File: src/rtl/spi_command_dispatcher.sv
// spi_command_dispatcher: decodes CS-framed SPI commands and dispatches whole records to per-channel FIFOs.
// Records only become visible on commit; partial records are aborted, records to full channels are dropped.
module spi_command_dispatcher #(
    parameter int         NumChannels = 4,
    parameter int         RecordBytes = 16,
    parameter int         SlotBits    = 8,
    parameter logic [7:0] CmdStatus   = 8'h01,
    parameter logic [7:0] CmdWrite    = 8'h02,
    parameter logic [7:0] CmdFlush    = 8'h03
) (
    input  logic                            clk,
    input  logic                            reset,
    input  logic                            spi_cs,
    input  logic [7:0]                      rx_word,
    input  logic                            rx_valid,
    output logic [7:0]                      tx_word,
    input  logic [NumChannels*SlotBits-1:0] ch_free_slots,
    output logic [7:0]                      ch_data,
    output logic [NumChannels-1:0]          ch_write_en,
    output logic [NumChannels-1:0]          ch_commit,
    output logic [NumChannels-1:0]          ch_abort,
    output logic [NumChannels-1:0]          ch_flush,
    output logic [7:0]                      drop_count,
    output logic                            busy
);
    localparam int CntBits = $clog2(RecordBytes);
    localparam logic [2:0] IDLE       = 3'd0;
    localparam logic [2:0] STATUS     = 3'd1;
    localparam logic [2:0] SELECT     = 3'd2;
    localparam logic [2:0] RECEIVE    = 3'd3;
    localparam logic [2:0] FLUSH_MASK = 3'd4;
    localparam logic [2:0] DISCARD    = 3'd5;

    logic [2:0]             state;
    logic [3:0]             ch;
    logic [CntBits-1:0]     byte_cnt;
    logic                   room;
    logic [4:0]             tx_idx;
    logic                   accept;
    logic                   ch_has_room;
    logic                   room_now;
    logic                   last_byte;
    logic                   known_op;
    logic                   drop_hit;
    logic [7:0]             status_slots;
    logic [7:0]             ch0_slots;
    logic [NumChannels-1:0] ch_onehot;
    logic [NumChannels-1:0] flush_mask;

    function automatic logic [7:0] slots8(input int i);
        logic [31:0] w;
        w = 32'(ch_free_slots[i*SlotBits +: SlotBits]);
        return w[7:0];
    endfunction

    always_comb begin
        ch_has_room  = 1'b0;
        status_slots = 8'h00;
        ch_onehot    = '0;
        flush_mask   = '0;
        for (int i = 0; i < NumChannels; i++) begin
            if (ch == 4'(i)) begin
                ch_has_room  = ch_free_slots[i*SlotBits +: SlotBits] != '0;
                ch_onehot[i] = 1'b1;
            end
            if (tx_idx == 5'(i))
                status_slots = slots8(i);
            flush_mask[i] = (i < 8) && rx_word[3'(i % 8)];
        end
    end

    assign ch0_slots = slots8(0);
    assign accept    = rx_valid && !spi_cs;
    // Room is decided once at the first byte of a record and held for the rest of it
    assign room_now  = (byte_cnt == '0) ? ch_has_room : room;
    assign last_byte = byte_cnt == CntBits'(RecordBytes - 1);
    assign known_op  = rx_word == CmdStatus || rx_word == CmdWrite || rx_word == CmdFlush;
    assign drop_hit  = spi_cs ? (state == RECEIVE && byte_cnt != '0)
                     : accept && ((state == IDLE && !known_op)
                               || (state == SELECT && rx_word >= 8'(NumChannels))
                               || (state == RECEIVE && last_byte && !room_now));
    assign busy      = state != IDLE;

    always_ff @(posedge clk) begin
        if (reset) begin
            state       <= IDLE;
            ch          <= '0;
            byte_cnt    <= '0;
            room        <= 1'b0;
            tx_idx      <= '0;
            tx_word     <= 8'h00;
            ch_data     <= 8'h00;
            ch_write_en <= '0;
            ch_commit   <= '0;
            ch_abort    <= '0;
            ch_flush    <= '0;
            drop_count  <= 8'h00;
        end else begin
            ch_write_en <= '0;
            ch_commit   <= '0;
            ch_abort    <= '0;
            ch_flush    <= '0;
            if (drop_hit && drop_count != 8'hFF)
                drop_count <= drop_count + 8'd1;
            tx_word <= (state == IDLE) ? ch0_slots : (state == STATUS) ? status_slots : 8'h00;
            if (spi_cs) begin
                state <= IDLE;
                if (state == RECEIVE && byte_cnt != '0 && room)
                    ch_abort <= ch_onehot;
            end else if (rx_valid) begin
                case (state)
                    IDLE: begin
                        tx_idx <= 5'd1;
                        state  <= (rx_word == CmdStatus) ? STATUS :
                                  (rx_word == CmdWrite)  ? SELECT :
                                  (rx_word == CmdFlush)  ? FLUSH_MASK : DISCARD;
                    end
                    STATUS: begin
                        if (tx_idx < 5'(NumChannels))
                            tx_idx <= tx_idx + 5'd1;
                    end
                    SELECT: begin
                        if (rx_word >= 8'(NumChannels)) begin
                            state <= DISCARD;
                        end else begin
                            ch       <= rx_word[3:0];
                            byte_cnt <= '0;
                            state    <= RECEIVE;
                        end
                    end
                    RECEIVE: begin
                        if (byte_cnt == '0)
                            room <= ch_has_room;
                        if (room_now) begin
                            ch_data     <= rx_word;
                            ch_write_en <= ch_onehot;
                        end
                        if (last_byte && room_now)
                            ch_commit <= ch_onehot;
                        byte_cnt <= last_byte ? '0 : byte_cnt + 1'b1;
                    end
                    FLUSH_MASK: begin
                        ch_flush <= flush_mask;
                        state    <= DISCARD;
                    end
                    default: ;
                endcase
            end
        end
    end
endmodule
File: config.mk
export PLATFORM = sky130hd
export DESIGN_NAME = spi_command_dispatcher
export DESIGN_NICKNAME = d
export VERILOG_FILES = /design/src/rtl/spi_command_dispatcher.sv
export SDC_FILE = /design/constraint.sdc
export NUM_CORES = 1
export LEC_CHECK = 0
export ABC_AREA = 1
export CAP_MARGIN = 20
export CORE_ASPECT_RATIO = 1.2
export CORE_UTILIZATION = 50
export DETAILED_ROUTE_END_ITERATION = 10
export PLACE_DENSITY = 0.91
export REMOVE_ABC_BUFFERS = 1
export SYNTH_ARGS = -nofsm -noshare
export SYNTH_HDL_FRONTEND = slang
export SYNTH_SLANG_ARGS = --single-unit
File: constraint.sdc
create_clock -name clk -period 4.4 [get_ports clk]
set_clock_uncertainty 0.2 [all_clocks]
set_input_delay 1.1 -clock clk [delete_from_list [all_inputs] [get_ports clk]]
set_output_delay 1.1 -clock clk [all_outputs]
set_load 0.02 [all_outputs]
# Word level (Yosys, flattened, before mapping)
# Index checks and enable logic that the tools add are counted.
# totals
reg_bits,57
output_inout_bits,41
word_cells,109
# op_classes
n_addsub,3
n_lt_le_gt_ge,2
eq_ne,17
mux,26
bitwise,8
n_reduce_logical,41
# ops
operator,n
two-way mux 8 bit,6
nonzero test 8 bit,4
equality test 8 x 2 -> 1 bit (second input constant),2
AND reduction 4 bit,4
two-way mux 1 bit,11
equality test 5 x 2 -> 1 bit (second input constant),2
logical AND 1 bit,10
one-hot mux 5 bit (2 select lines),1
OR reduction 5 bit,2
two-way mux 3 bit,3
one-hot mux 3 bit (3 select lines),1
adder 8 x 1 -> 8 bit (second input constant),1
equality test 4 x 2 -> 1 bit (second input constant),2
equality test 8 x 1 -> 1 bit (second input constant),1
>= comparator 8 x 3 -> 1 bit (second input constant),1
logical NOT 4 bit,2
two-way mux 4 bit,2
!= test 8 bit (second input constant),1
NOT 1 bit,8
one-hot mux 4 bit (2 select lines),1
equality test 3 x 2 -> 1 bit (second input constant),2
nonzero test 3 bit,2
adder 5 x 1 -> 5 bit (second input constant),1
equality test 5 x 1 -> 1 bit (second input constant),1
other kinds (20),26

# Logic depth before layout (Yosys ltp)
# Gate-level depths: netlist of the first run.
# logic_depth
ltp_word,12
ltp_mapped,15
depth_no_buf,15

# Least setup slack after synthesis of the first run
# No wires, ideal clock.
# synth_timing
path_kind,input -> register
start,input port ch_free_slots[6]
end,register drop_count[2]
setup_time_ns,0.132
arrival_ns,2.067
path_slack_ns,2.000
cell_stages,13
cell_sequence,or2_1 nor2_1 nand2_1 nand3_1 nand2_1 nand2_2 nand3_2 nand2_2 nand2_2 nand2_4 nand2_4 nand2_1 a21oi_1
# synth_between
elab_chain_len,12
# synth_lines
item,line_no,source
start: declaration,17,"input logic [NumChannels*SlotBits-1:0] ch_free_slots,"
nonzero test 8 bit,63,ch_has_room = ch_free_slots[i*SlotBits +: SlotBits] != '0;
two-way mux 1 bit (4 in a row),62,if (ch == 4'(i)) begin
two-way mux 1 bit,-,
logical NOT 1 bit,81,|| (state == RECEIVE && last_byte && !room_now));
logical AND 1 bit,81,
logical OR 1 bit,81,
logical AND 1 bit,79,: accept && ((state == IDLE && !known_op)
two-way mux 1 bit,78,assign drop_hit = spi_cs ? (state == RECEIVE && byte_cnt != '0)
logical AND 1 bit,103,if (drop_hit && drop_count != 8'hFF)
end signal: assignment,104,drop_count <= drop_count + 8'd1;
end: declaration,23,"output logic [7:0] drop_count,"
# Every way passes these cells.
# A chain may end at the register's enable or synchronous reset.

# Final worst setup path of the first run
# layout_timing
start,register state[1]
end,output port busy
# layout_between
elab_chain_len,1
# layout_lines
item,line_no,source
start: declaration,34,logic [2:0] state;
start signal: assignment,114,state <= (rx_word == CmdStatus) ? STATUS :
nonzero test 3 bit,82,assign busy = state != IDLE;
end: declaration,24,output logic busy
# Every way passes these cells.

==> flow_summary.ini, run 1 <==
[timing]
slew_viol_final = 0
setup_viol = 0
period_share_pct = 72.1
fin_tns_setup_ns = 0
hold_viol = 0
max_freq_mhz = 315
worst_slew_pin_slew_ns = 0.864
grt_setup_unrepaired = false
period_needed_ns = 3.17
slew_headroom_pct = 42.2

[yosys]
synth-seq-cells = 57
syn_inst = 389
synth_edf_count = 0
ys_seq_area_share_pct = 41.1
syn_area_per_cell_sq_um = 7.14
syn-cell-area_sq_mm = 0.00278
synth_top_flop_cell = dfxtp_1
yosysUniqueCellTypes = 34
async_reset_ff_share_pct = 0
yosysWarnings = 0

[global_routing]
grtUsageTotal_pct = 27.5
grt_pass1_vias = 2855
grt-ovfl-total = 0
antenna_found_initial = 0
grt_max_degree = 25
grt_pass1_wl_mm = 12.9

[critical_path]
cpMostUsedCell = inv_2
worstPathArrival_ns = 1.87
cp-endpoint = busy
r2r_slack_ns = 2.13
critical_path.max_stage_delay_ns = 0.55
worstSetupStartpointType = flip-flop
crit_start = state[1]$_SDFFE_PP0P_
crit_type = reg -> out
cp_data_required_time_ns = 3.10
path_max_fanout = 9
cp-end-kind = primary output
worstSetupPathDepth = 5
crit_buf_inv = 3
crit_chain = nor2_1 > inv_2 > nor2_4 > inv_2 > clkdlybuf4s50_1
path_delay_family = buffers and inverters
crit_slowest_cell = clkdlybuf4s50_1
rr_worst_depth = 8
reg2reg_from = state[1]$_SDFFE_PP0P_
r2r_end = tx_idx[0]$_SDFFE_PP0P_

[flow_run]
drv_cap = 0

[place]
dp_hpwl_mm = 5.36
io_buffer_count = 84
place_congestion = 0.903
dp_cells = 528

[layout]
utilization_pct = 72.6
mostFrequentLayoutCells = 84 x clkdlybuf4s50_1, 72 x nand2_1, 70 x nor2_1
final_common_cell = clkdlybuf4s50_1
num_antenna_cells = 0
drive_gt1_share_pct = 8.92
synthToLayoutAreaGrowth_pct = 39.4
nets = 528
final_cell_count_no_fill = 544

[routing]
first_pass_iters = 6
num_vias = 2979
vias_per_cell = 5.48
wl_per_cell_microns = 14.0
postRouteAntennaNets = 0
wl_mm = 7.62
drtIter0Drc = 276
drc = 0

[clock_network]
clk_latency_ns = 0.35
clock_sinks = 57
cts_tree = done
post-cts-setup-buffers = 0
path_clk_slew_ns = 0.07
cts_buffer_depth = 2
cts_made_buffers = 9
cts-resized-gates = 0
hold_buffers = 0
htreeDepth = 3
cts_root_buf = clkbuf_8

[worst_hold_path]
min_path_type = reg -> reg
hold_start = tx_idx[3]$_SDFFE_PP0P_

[power_and_ir_drop]
vdd_drop_max_v = 0.000269
powerDensity_mw_per_mm2 = 323
leakage_nw = 1.56
p_total_mw = 1.25

[floorplanning]
die_x_microns = 70.0
fp-row-count = 29
chipHeight_microns = 83.6
io_pins = 85
core_sq_mm = 0.00533
start_util_pct = 52.1
die_area_sq_mm = 0.00586

[outcome]
status = complete, no violations
sequential cells by signal (all words and copies together), names as in the netlist:
| signal | flops |
|---|---|
| ch_data | 8 |
| drop_count | 8 |
| tx_word | 8 |
| tx_idx | 5 |
| byte_cnt | 4 |
| ch | 4 |
| ch_abort | 4 |
| ch_commit | 4 |
| ch_flush | 4 |
| ch_write_en | 4 |
| state | 3 |
| room | 1 |
how the worst min path moves through the flow:
| stage | end | slack (ns) | cells after the start |
|---|---|---|---|
| detailed placement | tx_idx[3]$_SDFFE_PP0P_ | 0.24 | 2 |
| global placement | tx_idx[3]$_SDFFE_PP0P_ | 0.23 | 2 |
| finish | tx_idx[3]$_SDFFE_PP0P_ | 0.25 | 2 |
| global route | ch[2]$_SDFFE_PP0P_ | 0.27 | 2 |
| floorplan | tx_idx[3]$_SDFFE_PP0P_ | 0.22 | 2 |
| CTS | tx_idx[3]$_SDFFE_PP0P_ | 0.25 | 2 |
cells by family (layout without fill, tap and decap cells):
logic type	count (synthesis)	in the layout	share of synthesized area (%)
xor+xnor	6	6	1.89
simple gates	193	193	30.5
flops	57	57	41.1
buf+inv	50	143	7.21
compound gates	76	76	16.1
fa+ha+maj	7	7	3.15
routing by layer:
metal / up-vias / share of wire, % / track usage, %
met1: 1359 / 40 / 31.4
met4: 0 / 2.6 / 12.9
met5: - / 0 / 0
met2: 149 / 50 / 48.2
li1: 1449 / - / -
met3: 22 / 7.6 / 6.16
worst min-delay path: stages (launching register included):
cell	delay (ns)
dfxtp_1	0.32
nand2_1	0.06
nor2_1	0.04
power by group:
part           switching [mW]  internal, mW
logic                  0.0994        0.0826
registers             0.00757         0.527
clock network           0.220         0.316
area by class of cell:
class                           instances  area, sq um
Multi-Input combinational cell        282         1440
Fill cell                             421         1460
Tap cell                               62         77.6
Clock inverter                          6         82.6
Sequential cell                        57         1140
Inverter                               42          158
Timing Repair Buffer                   85          848
Clock buffer                           10          128
cells in the mapped netlist, types with 2 or more instances:
| master | instances | area share [%] |
|---|---|---|
| nand2_2 | 7 | 1.6 |
| nor2_2 | 3 | 0.68 |
| clkbuf_1 | 3 | 0.41 |
| nand3_2 | 2 | 0.72 |
| ha_1 | 7 | 3.2 |
| nand2_4 | 2 | 0.81 |
| buf_2 | 4 | 0.72 |
| nor2_4 | 3 | 1.2 |
| a31oi_1 | 7 | 1.6 |
| inv_2 | 7 | 0.95 |
| a21oi_1 | 26 | 4.7 |
| xor2_1 | 5 | 1.6 |
| nand4_1 | 3 | 0.68 |
| inv_1 | 34 | 4.6 |
| nand3_1 | 20 | 3.6 |
| nor2_1 | 70 | 9.5 |
| o211ai_1 | 10 | 2.7 |
| dfxtp_1 | 57 | 41 |
| o21ai_0 | 17 | 3.1 |
| nand2_1 | 72 | 9.7 |
| nor3_1 | 9 | 1.6 |
| a211oi_1 | 4 | 1.1 |
| o21ai_1 | 6 | 1.1 |
stage by stage:
stage	hold slack, ns	setup WS, ns	cell area, sq um
after floorplan	0.219	2.00	2740
after global placement	0.227	1.41	3660
after detailed placement	0.244	1.37	3660
after CTS	0.255	1.24	3870
after global routing	0.275	1.14	3870
final	0.253	1.23	3870
Note: power is estimated with default switching activity, not from simulation.
==> inputs of run 2 (changes only) <==
Settings changed: CORE_UTILIZATION 50 to 42, PLACE_DENSITY 0.91 to 0.82.
Clock period 4.4 ns to 2.6 ns, I/O delays scaled along.
==> run 2 against run 1 <==
  * Critical path depth is the same
  * Global-route usage shrank 6.2 points
  * Utilization shrank 12 points
  * Critical path type unchanged
  * Die area grew 19%
  * Flip-flop and latch count is the same
==> flow_summary.ini, run 2 (synthesis results as in run 1) <==
[power_and_ir_drop]
powerDensity_mw_per_mm2 = 490
p_total_mw = 1.92
leakage_nw = 1.57
vdd_drop_max_v = 0.000295

[clock_network]
htreeDepth = 3
cts_tree = done
post-cts-setup-buffers = 0
hold_buffers = 0
cts_made_buffers = 9
clk_latency_ns = 0.33
path_clk_slew_ns = 0.06
cts-resized-gates = 0
cts_root_buf = clkbuf_8
cts_buffer_depth = 2
clock_sinks = 57

[timing]
max_freq_mhz = 403
hold_viol = 0
fin_tns_setup_ns = 0
setup_viol = 0
holdWs_ns = 0.252
slew_viol_final = 0
period_needed_ns = 2.48
grt_setup_unrepaired = false
slew_headroom_pct = 71.6
worst_slew_pin_slew_ns = 0.426
period_share_pct = 95.4

[critical_path]
r2r_end = ch_commit[3]$_SDFF_PP0_
path_delay_family = buffers and inverters
critical_path.max_stage_delay_ns = 0.62
cpMostUsedCell = inv_2
cp-end-kind = primary output
worstSetupPathDepth = 5
r2r_slack_ns = 0.70
crit_slowest_cell = clkdlybuf4s50_1
crit_buf_inv = 3
crit_type = reg -> out
worstPathArrival_ns = 1.63
cp_data_required_time_ns = 1.75
worstSetupStartpointType = flip-flop
path_max_fanout = 5
rr_worst_depth = 10
reg2reg_from = byte_cnt[0]$_SDFFE_PP0P_
crit_chain = nor2_1 > inv_2 > nor2_4 > inv_2 > clkdlybuf4s50_1

[floorplanning]
io_pins = 85
die_x_microns = 76.2
fp-row-count = 32
chipHeight_microns = 91.1
core_sq_mm = 0.00641
die_area_sq_mm = 0.00694
start_util_pct = 43.4

[routing]
vias_per_cell = 5.02
num_vias = 2877
drtIter0Drc = 95
wl_mm = 7.05
drc = 0
wl_per_cell_microns = 12.3
postRouteAntennaNets = 0
first_pass_iters = 4

[layout]
num_antenna_cells = 0
final_cell_count_no_fill = 573
fillers = 553
synthToLayoutAreaGrowth_pct = 40.6
top_regs = ch_data x8, drop_count x8, tx_word x8
drive_gt1_share_pct = 9.84
nets = 535
mostFrequentLayoutCells = 84 x clkdlybuf4s50_1, 72 x nand2_1, 70 x nor2_1
final_common_cell = clkdlybuf4s50_1

[global_routing]
grt_pass1_wl_mm = 11.9
grt_pass1_vias = 2740
grtUsageTotal_pct = 21.3
grt_max_degree = 20
grt_use_met1_pct = 23.9
use_met3_pct = 6.63
grt-ovfl-total = 0
met2_usage_pct = 37.5
busiest_layer = met2
antenna_found_initial = 0

[worst_hold_path]
holdPathStages = 2
min_path_type = reg -> reg
hold_start = tx_idx[3]$_SDFFE_PP0P_
hold-path-endpoint = tx_idx[3]$_SDFFE_PP0P_

[place]
dp_hpwl_mm = 5.40
dp_cells = 558
place_congestion = 0.859
io_buffer_count = 84

[flow_run]
drv_cap = 0

[outcome]
status = complete, no violations
-- run 2: changes by cell type in the layout (fill, tap and decap cells not counted) --
cell and delta:
bufinv_16 -2, clkbuf_8 +1, buf_4 +7, clkbuf_1 +1
clkinv_2 -1
-- run 2: through the flow --
stage	worst slack, ns	util [%]	instance area (sq um)
after floorplan	0.653	-	2740
after detailed placement	0.0466	58.4	3740
after CTS	0.112	61.0	3910
after global routing	0.0147	61.0	3910
final	0.120	61.0	3910
after global placement	0.0775	58.4	3740
-- run 2: final cells by class --
| cell class | count | area [sq um] | share of cell area, % |
|---|---|---|---|
| well taps | 85 | 106 | 2.72 |
| clock buffers | 12 | 145 | 3.72 |
| multi-input cells | 282 | 1440 | 36.8 |
| inverters | 42 | 158 | 4.04 |
| clock inverters | 3 | 17.5 | 0.449 |
| repair buffers | 92 | 901 | 23.1 |
| flip-flops and latches | 57 | 1140 | 29.2 |
-- run 2: worst max-delay path by stage --
stage	from	to	slack, ns
5_1_grt	state[1]$_SDFFE_PP0P_	busy	0.01
3_3_place_gp	ch_free_slots[6]	drop_count[6]$_SDFFE_PP0P_	0.08
4_1_cts	state[1]$_SDFFE_PP0P_	busy	0.11
6_report	state[1]$_SDFFE_PP0P_	busy	0.12
3_5_place_dp	ch_free_slots[6]	drop_count[6]$_SDFFE_PP0P_	0.05
2_1_floorplan	ch_free_slots[6]	drop_count[6]$_SDFFE_PP0P_	0.65
-- run 2: worst register-to-register path, stage by stage (launching register included) --
cell and delay [ns]:
dfxtp_1 0.33, inv_1 0.09, ha_1 0.16, nand3_1 0.14, a21oi_1 0.17, nand2_2 0.09
nand2_1 0.08, nand2_2 0.06, inv_2 0.18, nand2_2 0.16, nor3_1 0.16
-- run 2: report_power, final --
group | internal, mW | switching, mW
registers | 0.892 | 0.0122
clock network | 0.363 | 0.340
logic | 0.146 | 0.162
total | 1.40 | 0.514
-- run 2: per-layer routing --
metal	up-vias	share of wire, %
li1	1463	-
met1	1302	41
met2	99	50
met3	13	6.9
met4	0	1.8
met5	-	0
